## src/rtl/eth_mii_tx_framer.sv

```systemverilog
// Purpose: Ethernet MII TX framer. Emits preamble/SFD, payload, zero pad and CRC-32 FCS as nibbles, then holds the IFG.
// Latency: the first preamble nibble appears one cycle after in_valid is seen in IDLE. Throughput is one byte per two cycles.
// Backpressure: in_ready is a registered one-cycle pulse per byte. No byte when one is due aborts the frame with tx_er (underrun).
// Ports: clk/resetn (async active-low); in_valid/in_data/in_last/in_ready byte stream in;
//        tx_data/tx_en/tx_er MII out; busy, sticky underrun, frame_cnt status; clr_status clears status.
module eth_mii_tx_framer #(
    parameter int MIN_BYTES  = 60,
    parameter int IFG_CYCLES = 24
) (
    input  logic        clk,
    input  logic        resetn,
    input  logic        in_valid,
    input  logic [7:0]  in_data,
    input  logic        in_last,
    output logic        in_ready,
    output logic [3:0]  tx_data,
    output logic        tx_en,
    output logic        tx_er,
    output logic        busy,
    output logic        underrun,
    input  logic        clr_status,
    output logic [15:0] frame_cnt
);
    localparam int          CNT_MAX  = (IFG_CYCLES > 16) ? IFG_CYCLES : 16;
    localparam int          CNT_W    = $clog2(CNT_MAX + 1);
    localparam logic [31:0] CRC_POLY = 32'hEDB88320;
    localparam logic [31:0] CRC_INIT = 32'hFFFFFFFF;
    localparam logic [10:0] BCNT_MAX = 11'h7FF;

    typedef enum logic [2:0] {
        S_IDLE, S_PREAMBLE, S_PAYLOAD, S_PAD, S_FCS, S_UNDERRUN, S_IFG
    } state_t;

    function automatic logic [31:0] crc_byte(input logic [31:0] crc, input logic [7:0] b);
        logic [31:0] c;
        c = crc ^ {24'h0, b};
        for (int i = 0; i < 8; i++) begin
            c = c[0] ? ((c >> 1) ^ CRC_POLY) : (c >> 1);
        end
        return c;
    endfunction

    // state_q names what is on the MII pins this cycle; every output register
    // is loaded together with the state that it belongs to.
    state_t             state_q, state_d;
    logic [CNT_W-1:0]   cnt_q, cnt_d;
    logic               phase_q, phase_d;      // 0: low nibble on pins, 1: high nibble
    logic [3:0]         hold_hi_q, hold_hi_d;  // high nibble of the byte in flight
    logic               last_q, last_d;
    logic [31:0]        crc_q, crc_d;
    logic [10:0]        bcnt_q, bcnt_d;
    logic               in_ready_q, in_ready_d;
    logic [3:0]         tx_data_q, tx_data_d;
    logic               tx_en_q, tx_en_d;
    logic               tx_er_q, tx_er_d;
    logic               busy_q, busy_d;
    logic               underrun_q, underrun_d;
    logic [15:0]        frame_cnt_q, frame_cnt_d;

    logic               take_byte, start_pad, start_fcs, frame_done, ur_evt;
    logic [10:0]        bcnt_inc;
    logic [31:0]        fcs_w, fcs_sh;
    logic [2:0]         fcs_idx;

    always_comb begin
        state_d     = state_q;
        cnt_d       = cnt_q;
        phase_d     = phase_q;
        hold_hi_d   = hold_hi_q;
        last_d      = last_q;
        crc_d       = crc_q;
        bcnt_d      = bcnt_q;
        in_ready_d  = 1'b0;
        tx_data_d   = 4'h0;
        tx_en_d     = 1'b0;
        tx_er_d     = 1'b0;
        take_byte   = 1'b0;
        start_pad   = 1'b0;
        start_fcs   = 1'b0;
        frame_done  = 1'b0;
        ur_evt      = 1'b0;
        bcnt_inc    = (bcnt_q == BCNT_MAX) ? BCNT_MAX : bcnt_q + 11'd1;
        fcs_w       = ~crc_q;
        fcs_idx     = cnt_q[2:0] + 3'd1;
        fcs_sh      = fcs_w >> {fcs_idx, 2'b00};

        case (state_q)
            S_IDLE: begin
                if (in_valid) begin
                    state_d   = S_PREAMBLE;
                    cnt_d     = '0;
                    crc_d     = CRC_INIT;
                    bcnt_d    = '0;
                    tx_en_d   = 1'b1;
                    tx_data_d = 4'h5;
                end
            end
            S_PREAMBLE: begin
                if (cnt_q < CNT_W'(14)) begin
                    cnt_d     = cnt_q + CNT_W'(1);
                    tx_en_d   = 1'b1;
                    tx_data_d = 4'h5;
                end else if (cnt_q == CNT_W'(14)) begin
                    cnt_d      = CNT_W'(15);
                    tx_en_d    = 1'b1;
                    tx_data_d  = 4'hD;
                    in_ready_d = 1'b1;
                end else begin
                    take_byte = 1'b1;
                end
            end
            S_PAYLOAD: begin
                if (!phase_q) begin
                    phase_d    = 1'b1;
                    tx_en_d    = 1'b1;
                    tx_data_d  = hold_hi_q;
                    in_ready_d = !last_q;
                end else if (!last_q) begin
                    take_byte = 1'b1;
                end else if (int'(bcnt_q) < MIN_BYTES) begin
                    start_pad = 1'b1;
                end else begin
                    start_fcs = 1'b1;
                end
            end
            S_PAD: begin
                if (!phase_q) begin
                    phase_d = 1'b1;
                    tx_en_d = 1'b1;
                end else if (int'(bcnt_q) < MIN_BYTES) begin
                    start_pad = 1'b1;
                end else begin
                    start_fcs = 1'b1;
                end
            end
            S_FCS: begin
                if (cnt_q < CNT_W'(7)) begin
                    cnt_d     = cnt_q + CNT_W'(1);
                    tx_en_d   = 1'b1;
                    tx_data_d = fcs_sh[3:0];
                end else begin
                    state_d    = S_IFG;
                    cnt_d      = '0;
                    frame_done = 1'b1;
                end
            end
            S_UNDERRUN: begin
                state_d = S_IFG;
                cnt_d   = '0;
            end
            S_IFG: begin
                // The single IDLE cycle that follows is the last gap cycle, so
                // a waiting frame restarts exactly IFG_CYCLES after tx_en falls.
                if (int'(cnt_q) >= IFG_CYCLES - 2) begin
                    state_d = S_IDLE;
                end else begin
                    cnt_d = cnt_q + CNT_W'(1);
                end
            end
            default: state_d = S_IDLE;
        endcase

        if (take_byte) begin
            if (in_valid) begin
                state_d   = S_PAYLOAD;
                phase_d   = 1'b0;
                hold_hi_d = in_data[7:4];
                last_d    = in_last;
                crc_d     = crc_byte(crc_q, in_data);
                bcnt_d    = bcnt_inc;
                tx_en_d   = 1'b1;
                tx_data_d = in_data[3:0];
            end else begin
                state_d = S_UNDERRUN;
                tx_en_d = 1'b1;
                tx_er_d = 1'b1;
                ur_evt  = 1'b1;
            end
        end
        if (start_pad) begin
            state_d = S_PAD;
            phase_d = 1'b0;
            crc_d   = crc_byte(crc_q, 8'h00);
            bcnt_d  = bcnt_inc;
            tx_en_d = 1'b1;
        end
        if (start_fcs) begin
            state_d   = S_FCS;
            cnt_d     = '0;
            tx_en_d   = 1'b1;
            tx_data_d = fcs_w[3:0];
        end

        // Status events take priority over a same-cycle clear.
        underrun_d  = clr_status ? 1'b0 : underrun_q;
        frame_cnt_d = clr_status ? 16'h0 : frame_cnt_q;
        if (ur_evt) begin
            underrun_d = 1'b1;
        end
        if (frame_done) begin
            frame_cnt_d = frame_cnt_d + 16'd1;
        end
        busy_d = (state_d != S_IDLE);
    end

    always_ff @(posedge clk or negedge resetn) begin
        if (!resetn) begin
            state_q     <= S_IDLE;
            cnt_q       <= '0;
            phase_q     <= 1'b0;
            hold_hi_q   <= 4'h0;
            last_q      <= 1'b0;
            crc_q       <= CRC_INIT;
            bcnt_q      <= '0;
            in_ready_q  <= 1'b0;
            tx_data_q   <= 4'h0;
            tx_en_q     <= 1'b0;
            tx_er_q     <= 1'b0;
            busy_q      <= 1'b0;
            underrun_q  <= 1'b0;
            frame_cnt_q <= 16'h0;
        end else begin
            state_q     <= state_d;
            cnt_q       <= cnt_d;
            phase_q     <= phase_d;
            hold_hi_q   <= hold_hi_d;
            last_q      <= last_d;
            crc_q       <= crc_d;
            bcnt_q      <= bcnt_d;
            in_ready_q  <= in_ready_d;
            tx_data_q   <= tx_data_d;
            tx_en_q     <= tx_en_d;
            tx_er_q     <= tx_er_d;
            busy_q      <= busy_d;
            underrun_q  <= underrun_d;
            frame_cnt_q <= frame_cnt_d;
        end
    end

    assign in_ready  = in_ready_q;
    assign tx_data   = tx_data_q;
    assign tx_en     = tx_en_q;
    assign tx_er     = tx_er_q;
    assign busy      = busy_q;
    assign underrun  = underrun_q;
    assign frame_cnt = frame_cnt_q;

endmodule

```

## config.mk

```make
export PLATFORM = sky130hd
export DESIGN_NAME = eth_mii_tx_framer
export DESIGN_NICKNAME = d
export VERILOG_FILES = /design/src/rtl/eth_mii_tx_framer.sv
export SDC_FILE = /design/constraint.sdc
export NUM_CORES = 1
export LEC_CHECK = 0
export CORE_ASPECT_RATIO = 0.8
export CORE_MARGIN = 4
export CORE_UTILIZATION = 25
export DETAILED_ROUTE_END_ITERATION = 6
export PLACE_DENSITY_LB_ADDON = 0.12
export SYNTH_ARGS = -nofsm -noshare
export SYNTH_HDL_FRONTEND = slang
export SYNTH_SLANG_ARGS = --single-unit
```

## constraint.sdc

```tcl
create_clock -name clk -period 3.61 [get_ports clk]
set_input_delay 0.5415 -clock clk [delete_from_list [all_inputs] [get_ports clk]]
set_output_delay 0.5415 -clock clk [all_outputs]
set_load 0.02 [all_outputs]
```

==> results.sh, run 1 <==
export IMPL_crit_type="primary input to register"
export IMPL_cp_top_family="XOR/XNOR gates"
export IMPL_clk_insertion_delay_late_ps=350
export IMPL_syn_num_nets=608
export IMPL_post_cts_resize_count=0
export IMPL_wl_um=17000
export IMPL_grt_pass1_wl_um=27500
export IMPL_die_h_um=143
export IMPL_timing_slew_headroom=0.361
export IMPL_cts_tree="built"
export IMPL_n_antenna_cell=0
export IMPL_syn_inst=591
export IMPL_ys_seq_elements=82
export IMPL_post_dp_hpwl_um=12000
export IMPL_outcome="finished clean"
export IMPL_finalSetupTns_ps=0
export IMPL_coreArea_mm2=0.0224
export IMPL_period_needed_ps=2710
export IMPL_drv_slew=0
export IMPL_setup_viol=0
export IMPL_async_flop_share=1.00
export IMPL_core_rowCount=49
export IMPL_critical_path_max_stage_delay_ps=600
export IMPL_yosysSeqAreaShare=0.368
export IMPL_netlist_area_mm2=0.00569
export IMPL_num_vias=4517
export IMPL_numClockSinks=82
export IMPL_post_cts_setup_buffers=0
export IMPL_setup_worst_path_start_class="primary input"
export IMPL_grt_usage=0.141
export IMPL_crit_chain="clkdlybuf4s50_1, xor2_4, xor2_4, xnor2_2, xor2_1, a221o_1, a21oi_2"
export IMPL_cts_clk_slew_worst_paths_ps=70
export IMPL_crit_fanout=6
export IMPL_final_core_utilization=0.297
export IMPL_worst_pin_slew_ps=958
export IMPL_drc=0
export IMPL_overflow=0
export IMPL_dieArea_mm2=0.0252
export IMPL_drt_pass1_iterations=5
export IMPL_initial_core_util=0.253
export IMPL_vdd_ir_drop_max_uv=562
export IMPL_fin_skew_ps=14.3
export IMPL_viasPerCell=4.90
export IMPL_fmax_ghz=0.369
export IMPL_ys_types=64
export IMPL_synth_edf_count=0
export IMPL_cap_violations=0
export IMPL_rsz0062_at_grt="no"
export IMPL_powerDensity_mw_per_mm2=1190
export IMPL_area_growth_pct=17.3
export IMPL_post_dp_cell_area_mm2=0.00634
export IMPL_grt_pass1_vias=4574
export IMPL_die_w_um=177
export IMPL_final_hold_viol_count=0
export IMPL_cts_buffers=9
export IMPL_cp_end_kind="register"
export IMPL_p_leak_nw=2.49
export IMPL_ys_warn_count=0
export IMPL_fin_crit_sh=0.750
export IMPL_cts_path_max_buffers=2
export IMPL_htreeDepth=3
export IMPL_io_buffers=37
export IMPL_syn_avg_cell_area_um2=9.62
export IMPL_required_ps=3900
export IMPL_ant_nets=0
export IMPL_fin_nets=627
export IMPL_drive_above_1_share=0.146
export IMPL_hold_buffers=0
export IMPL_root_buffer="clkbuf_16"
export IMPL_grt_antenna_before_repair=0
export IMPL_cp_common_cell="xor2_4"
export IMPL_postLayoutCellArea_mm2=0.00667
export IMPL_wire_per_inst_um=18.5
export IMPL_num_io_pins=38
export IMPL_drt_iter0_markers=301
export IMPL_gp_congestion=0.803
export IMPL_path_buf_inv=1
export IMPL_synthFlopType="dfrtp_1"
export IMPL_hp_class="primary input to asynchronous set/reset pin"
export IMPL_critPathArrivalTime_ps=3000
export IMPL_crit_path_top_delay_cell="clkdlybuf4s50_1"
export IMPL_grt_max_degree=70
==> cell families after synthesis <==
kind of cell | Yosys count | synth area share
and+or+nand+nor | 158 | 0.140
buffers and inverters | 53 | 0.0407
adders and majority gates | 4 | 0.00880
AOI/OAI and AO/OA | 139 | 0.164
muxes | 15 | 0.0444
DFF | 82 | 0.368
xor gates and xnor gates | 140 | 0.233
==> cell type report <==
class	count	area (um^2)
timing repair buffer	49	458
sequential	82	2090
fill	2387	15800
clock buffer	10	239
inverter	12	45.0
tap	306	383
clock inverter	6	87.6
multi-input combinational	456	3360
==> sequential cells by signal, summed over array words and instances, names as in the netlist <==
signal	cells
cnt_q	5
underrun	1
phase_q	1
frame_cnt	16
state_q	3
tx_data	4
crc_q	32
hold_hi_q	4
tx_er	1
in_ready	1
busy	1
last_q	1
tx_en	1
bcnt_q	11
==> placed cells by master, fill, tap and decap left out, types with 8 or more instances in the layout <==
cell and n:
nand3_1 9, nor3_1 8, a21oi_1 29, nor2b_1 9
nand2_1 50, o311ai_0 10, clkbuf_16 9, o31ai_1 13
clkdlybuf4s50_1 36, dfrtp_1 50, nor2_1 33, buf_4 13
o21ai_0 32, xnor2_1 89, dfstp_2 32, xor2_1 42
inv_1 12, o22ai_1 13, mux4_2 8
==> routing by layer <==
metal,vias up,global-route usage,part of all wire
li1,2139,-,-
met1,2251,0.214,0.53
met2,112,0.205,0.42
met3,15,0.0275,0.039
met4,0,0.0342,0.012
met5,-,0,0
==> through the flow <==
stage          cells  hold WS [ps]  setup WS (ps)  power, mW
4_1_cts          921           385            898       8.01
3_5_place_dp     905           467            531       6.92
6_report         921           307            901       7.96
5_1_grt          921           377            808       8.59
3_3_place_gp     905           470            498       6.97
2_1_floorplan    591           246           1060       5.73
==> cells in the mapped netlist (all sizes together), types with 10 or more instances <==
master   n  area (um^2)
dfrtp   50         1250
xor2    44          423
nand2   51          194
dfstp   32          841
o21ai   35          175
clkbuf  19         71.3
nor2    33          124
o22ai   13         81.3
nor3    10         60.1
o311ai  11         96.3
inv     12         45.0
xnor2   96          905
o31ai   13         97.6
a21oi   30          154
buf     22          115
==> final timing paths <==
kind	startpoint	endpoint	slack [ps]	cells after the start
worst max register to register	crc_q[0]	crc_q[29]	940	6
worst max-delay path	in_data[0]	crc_q[29]	900	7
worst min-delay path	resetn	frame_cnt[10]	310	1
min in group clk	hold_hi_q[2]	hold_hi_q[2]	480	2
worst min register to register	hold_hi_q[2]	hold_hi_q[2]	480	2
max in group asynchronous	resetn	crc_q[2]	2390	2
==> worst register-to-register path: stages (launching register included) <==
cell and delay, ps:
dfstp_2 760, xor2_4 450, xor2_4 210, xnor2_2 460, xor2_1 210, a221o_1 380, a21oi_2 140
==> power by group <==
part           switching, mW  internal (mW)  leakage (nW)
combinational           2.73           2.28          1.34
clock                  0.409          0.627         0.163
sequential             0.507           1.41         0.989
Power figures use the tool's default switching activity.
==> inputs of run 2 (changes only) <==
Clock period 3.61 ns to 2.76 ns, I/O delays scaled along.
==> run 2 against run 1 <==
Compared with the run above:
- combinational power is 38% higher
- total power increased by 32%
- non-clock buffer count grew 22
- clock skew decreased by 4.3 ps
- hold slack got worse by 90 ps
- sequential share of layout area is 0.69 points lower
- sequential power grew 27%
- first-iteration DRC count increased by 6.6%
- cell count is 2.4% higher
- clock-buffer cell count is 1 lower
- global-route usage up 0.10 points
==> results.sh, run 2 (same netlist as run 1, synthesis figures left out) <==
export IMPL_outcome="finished clean"
export IMPL_cts_clk_slew_worst_paths_ps=70
export IMPL_period_needed_ps=2460
export IMPL_crit_fanout=8
export IMPL_fin_skew_ps=10.1
export IMPL_dieArea_mm2=0.0252
export IMPL_required_ps=2990
export IMPL_timing_slew_headroom=0.346
export IMPL_drc=0
export IMPL_clk_insertion_delay_late_ps=350
export IMPL_grt_pass1_wl_um=27800
export IMPL_post_cts_setup_buffers=0
export IMPL_crit_path_top_delay_cell="or4_1"
export IMPL_wire_per_inst_um=18.5
export IMPL_ant_nets=0
export IMPL_cts_path_max_buffers=2
export IMPL_n_antenna_cell=0
export IMPL_post_dp_hpwl_um=12500
export IMPL_io_buffers=37
export IMPL_fin_crit_sh=0.890
export IMPL_p_sw_mw=4.79
export IMPL_critPathArrivalTime_ps=2690
export IMPL_grt_pass1_vias=4641
export IMPL_finalSetupTns_ps=0
export IMPL_setup_viol=0
export IMPL_cp_top_family="simple AND/OR/NAND/NOR gates"
export IMPL_numClockSinks=82
export IMPL_cts_tree="built"
export IMPL_post_dp_cell_area_mm2=0.00653
export IMPL_wl_um=17400
export IMPL_area_growth_pct=19.9
export IMPL_worst_pin_slew_ps=981
export IMPL_root_buffer="clkbuf_16"
export IMPL_final_cell_mix="xnor2_1, nand2_1, dfrtp_1, xor2_1, clkdlybuf4s50_1"
export IMPL_rsz0062_at_grt="no"
export IMPL_drive_above_1_share=0.176
export IMPL_cts_buffers=9
export IMPL_final_hold_viol_count=0
export IMPL_regArea_mm2=0.00209
export IMPL_htreeDepth=3
export IMPL_grt_usage=0.142
export IMPL_drt_iter0_markers=321
export IMPL_gp_congestion=0.824
export IMPL_cap_violations=0
export IMPL_drv_slew=0
export IMPL_num_vias=4613
export IMPL_hp_class="primary input to asynchronous set/reset pin"
export IMPL_nFillCells=2421
export IMPL_seqPwrFrac=0.231
export IMPL_die_h_um=143
export IMPL_die_w_um=177
export IMPL_dp_slack_ps=64.6
export IMPL_largest_reg_flops=32
export IMPL_p_clk_frac=0.114
export IMPL_coreArea_mm2=0.0224
export IMPL_viasPerCell=4.89
export IMPL_p_comb_frac=0.655
export IMPL_postLayoutCellArea_mm2=0.00682
export IMPL_path_buf_inv=0
export IMPL_drt_pass1_iterations=4
export IMPL_fmax_ghz=0.407
export IMPL_hold_buffers=0
export IMPL_crit_chain="or4_1, nor3_2, nand2_1, nand2_1, nand2_1, a32o_1"
export IMPL_top_register="crc_q"
export IMPL_vdd_ir_drop_max_uv=552
export IMPL_crit_type="register to register"
export IMPL_final_common_cell="xnor2_1"
export IMPL_num_io_pins=38
export IMPL_post_cts_resize_count=0
export IMPL_multi_input_area_mm2=0.00336
export IMPL_setup_worst_path_start_class="register"
export IMPL_p_leak_nw=2.58
export IMPL_cp_end_kind="register"
export IMPL_finalPower_mw=10.5
export IMPL_power_internal_mw=5.75
export IMPL_overflow=0
export IMPL_initial_core_util=0.253
export IMPL_cp_common_cell="nand2_1"
export IMPL_fin_ws_ps=305
export IMPL_grt_antenna_before_repair=0
export IMPL_critical_path_max_stage_delay_ps=560
export IMPL_grt_max_degree=73
export IMPL_core_rowCount=49
export IMPL_swShare=0.455
export IMPL_fin_nets=649
export IMPL_powerDensity_mw_per_mm2=1540
run 2: cell count changes in the layout (fill, tap and decap cells not counted):
| cell | change |
|---|---|
| buf_4 | +20 |
| buf_12 | +2 |
| bufinv_16 | -2 |
| clkinv_2 | -2 |
| clkinvlp_4 | +2 |
| clkbuf_8 | -1 |
| clkinv_4 | +1 |
| inv_6 | +1 |
| inv_8 | +1 |
run 2: final cells by class:
class / instances / share of cell area
tap: 306 / 0.0561
timing repair buffer: 71 / 0.0950
multi-input combinational: 456 / 0.493
inverter: 12 / 0.00661
sequential: 82 / 0.307
clock buffer: 9 / 0.0330
clock inverter: 7 / 0.00899
run 2: metrics by stage:
stage	hold WS, ps	utilization	std cells
6_report	217	0.304	943
3_3_place_gp	473	0.291	927
3_5_place_dp	474	0.291	927
5_1_grt	290	0.304	943
4_1_cts	269	0.304	943
2_1_floorplan	118	-	591
run 2: worst reg2reg max path: cells and delay by family (launching register included):
family | cells | cell delay, ps
AO/OA/AOI/OAI | 1 | 280
AND/OR/NAND/NOR | 5 | 1660
flip-flops | 1 | 410
run 2: layer usage:
metal | up-vias | global-route usage | share of wire
met2 | 80 | 0.206 | 0.43
li1 | 2183 | - | -
met3 | 16 | 0.0238 | 0.033
met5 | - | 0 | 0
met4 | 0 | 0.0313 | 0.011
met1 | 2334 | 0.220 | 0.52
run 2: power by group through the flow:
stage                     logic (mW)  clock network, mW  registers, mW
final                           6.90               1.20           2.44
after floorplan                 5.36                  0           2.14
after detailed placement        6.91                  0           2.45
after CTS                       6.94               1.26           2.43
after global routing            7.55               1.31           2.50
after global placement          6.91                  0           2.45
run 2: final timing paths:
path	startpoint	slack (ps)	cells after the start	end
setup / recovery	bcnt_q[9]	300	6	bcnt_q[6]
hold / removal	resetn	220	1	frame_cnt[9]
setup reg to reg	bcnt_q[9]	300	6	bcnt_q[6]
hold reg to reg	hold_hi_q[1]	480	2	hold_hi_q[1]
max in group asynchronous	resetn	1740	2	crc_q[25]
min in group clk	hold_hi_q[1]	480	2	hold_hi_q[1]
==> inputs of run 3 (changes only) <==
Settings changed: CORE_ASPECT_RATIO 0.8 to not set.
==> run 3 against run 2 <==
Compared with the run above:
- clock skew rose by 0.95 ps
- combinational power about the same
- maximum frequency shrank 4.8%
- clock power rose by 14%
- setup slack worse by 120 ps
- first-iteration DRC count down 7.2%
- global-route usage is 0.40 points lower
- critical path depth up 1
- sequential cell count unchanged
- critical path type unchanged
- largest power group unchanged
==> results.sh, run 3 (same netlist as run 1, synthesis figures left out) <==
export IMPL_wire_per_inst_um=18.9
export IMPL_overflow=0
export IMPL_cts_clk_slew_worst_paths_ps=70
export IMPL_period_needed_ps=2580
export IMPL_cap_violations=0
export IMPL_drt_iter0_markers=298
export IMPL_cts_buffers=9
export IMPL_cts_path_max_buffers=2
export IMPL_reg2regPathDepth=7
export IMPL_ant_nets=0
export IMPL_clk_insertion_delay_late_ps=360
export IMPL_fmax_ghz=0.388
export IMPL_crit_fanout=14
export IMPL_hold_buffers=0
export IMPL_hp_class="primary input to asynchronous set/reset pin"
export IMPL_io_buffers=37
export IMPL_final_cell_mix="xnor2_1, nand2_1, dfrtp_1, xor2_1, buf_4"
export IMPL_grt_pass1_vias=4693
export IMPL_num_vias=4636
export IMPL_initial_core_util=0.257
export IMPL_required_ps=2980
export IMPL_final_common_cell="xnor2_1"
export IMPL_post_cts_resize_count=0
export IMPL_post_dp_hpwl_um=12800
export IMPL_gp_congestion=0.808
export IMPL_crit_type="register to register"
export IMPL_drc=0
export IMPL_fin_nets=656
export IMPL_fin_crit_sh=0.934
export IMPL_p_leak_nw=2.62
export IMPL_htreeDepth=3
export IMPL_powerDensity_mw_per_mm2=1560
export IMPL_area_growth_pct=20.5
export IMPL_die_w_um=159
export IMPL_rsz0062_at_grt="no"
export IMPL_numClockSinks=82
export IMPL_grt_max_degree=41
export IMPL_drive_above_1_share=0.185
export IMPL_post_cts_setup_buffers=0
export IMPL_setup_worst_path_start_class="register"
export IMPL_dieArea_mm2=0.0252
export IMPL_num_io_pins=38
export IMPL_final_cells=924
export IMPL_die_h_um=159
export IMPL_cp_end_kind="register"
export IMPL_top_register="crc_q"
export IMPL_drv_slew=0
export IMPL_timing_slew_headroom=0.526
export IMPL_fin_skew_ps=11.0
export IMPL_n_antenna_cell=0
export IMPL_grt_usage=0.138
export IMPL_root_buffer="clkbuf_16"
export IMPL_setup_viol=0
export IMPL_critPathArrivalTime_ps=2800
export IMPL_grt_pass1_wl_um=27700
export IMPL_viasPerCell=5.02
export IMPL_grt_antenna_before_repair=0
export IMPL_worst_pin_slew_ps=707
export IMPL_largest_reg_flops=32
export IMPL_wl_um=17500
export IMPL_outcome="finished clean"
export IMPL_finalSetupTns_ps=0
export IMPL_vdd_ir_drop_max_uv=646
export IMPL_final_hold_viol_count=0
export IMPL_coreArea_mm2=0.0221
export IMPL_core_rowCount=54
export IMPL_post_place_cells=908
export IMPL_drt_pass1_iterations=5
export IMPL_cts_tree="built"
-- run 3: layout make-up --
class / instances / area (um^2)
repair buffers: 78 / 676
clock inverters: 7 / 101
inverters: 12 / 45.0
fillers: 2294 / 15200
flip-flops and latches: 82 / 2090
well taps: 280 / 350
clock buffers: 9 / 225
multi-input cells: 456 / 3360
-- run 3: worst max-delay path: stages, from the launching register on --
cell,delay (ps)
dfrtp_1,490
ha_1,240
and4b_1,260
o32ai_4,390
and2_2,460
nor2_1,210
nor4_1,320
nor3_1,70
-- run 3: metal layers --
| metal | global-route usage | wire length, um | vias up |
|---|---|---|---|
| li1 | - | - | 2196 |
| met1 | 0.193 | 8430 | 2318 |
| met2 | 0.215 | 7960 | 108 |
| met3 | 0.0308 | 782 | 14 |
| met4 | 0.0367 | 286 | 0 |
| met5 | 0 | 0 | - |
-- run 3: path summary, 6_finish.rpt --
path | endpoint | slack, ps | startpoint
max | bcnt_q[4] | 180 | cnt_q[1]
min | frame_cnt[15] | 30 | resetn
max reg2reg | bcnt_q[4] | 180 | cnt_q[1]
min reg2reg | hold_hi_q[2] | 480 | hold_hi_q[2]
max in group asynchronous | crc_q[3] | 1980 | resetn
min in group clk | hold_hi_q[2] | 480 | hold_hi_q[2]
-- run 3: power breakdown --
part / internal [mW] / switching (mW)
Clock: 0.804 / 0.570
Sequential: 1.84 / 0.624
Combinational: 3.28 / 3.61
-- run 3: through the flow --
step           cell area (um^2)  total power, mW   util  hold WS [ps]  setup slack [ps]
6_report                   6850             10.7  0.310          32.3               181
3_3_place_gp               6530             9.44  0.295           442               194
3_5_place_dp               6530             9.38  0.295           441               150
4_1_cts                    6850             10.8  0.310          54.3               201
2_1_floorplan              5690             7.50      -           118               207
5_1_grt                    6850             11.5  0.310          78.8              25.6
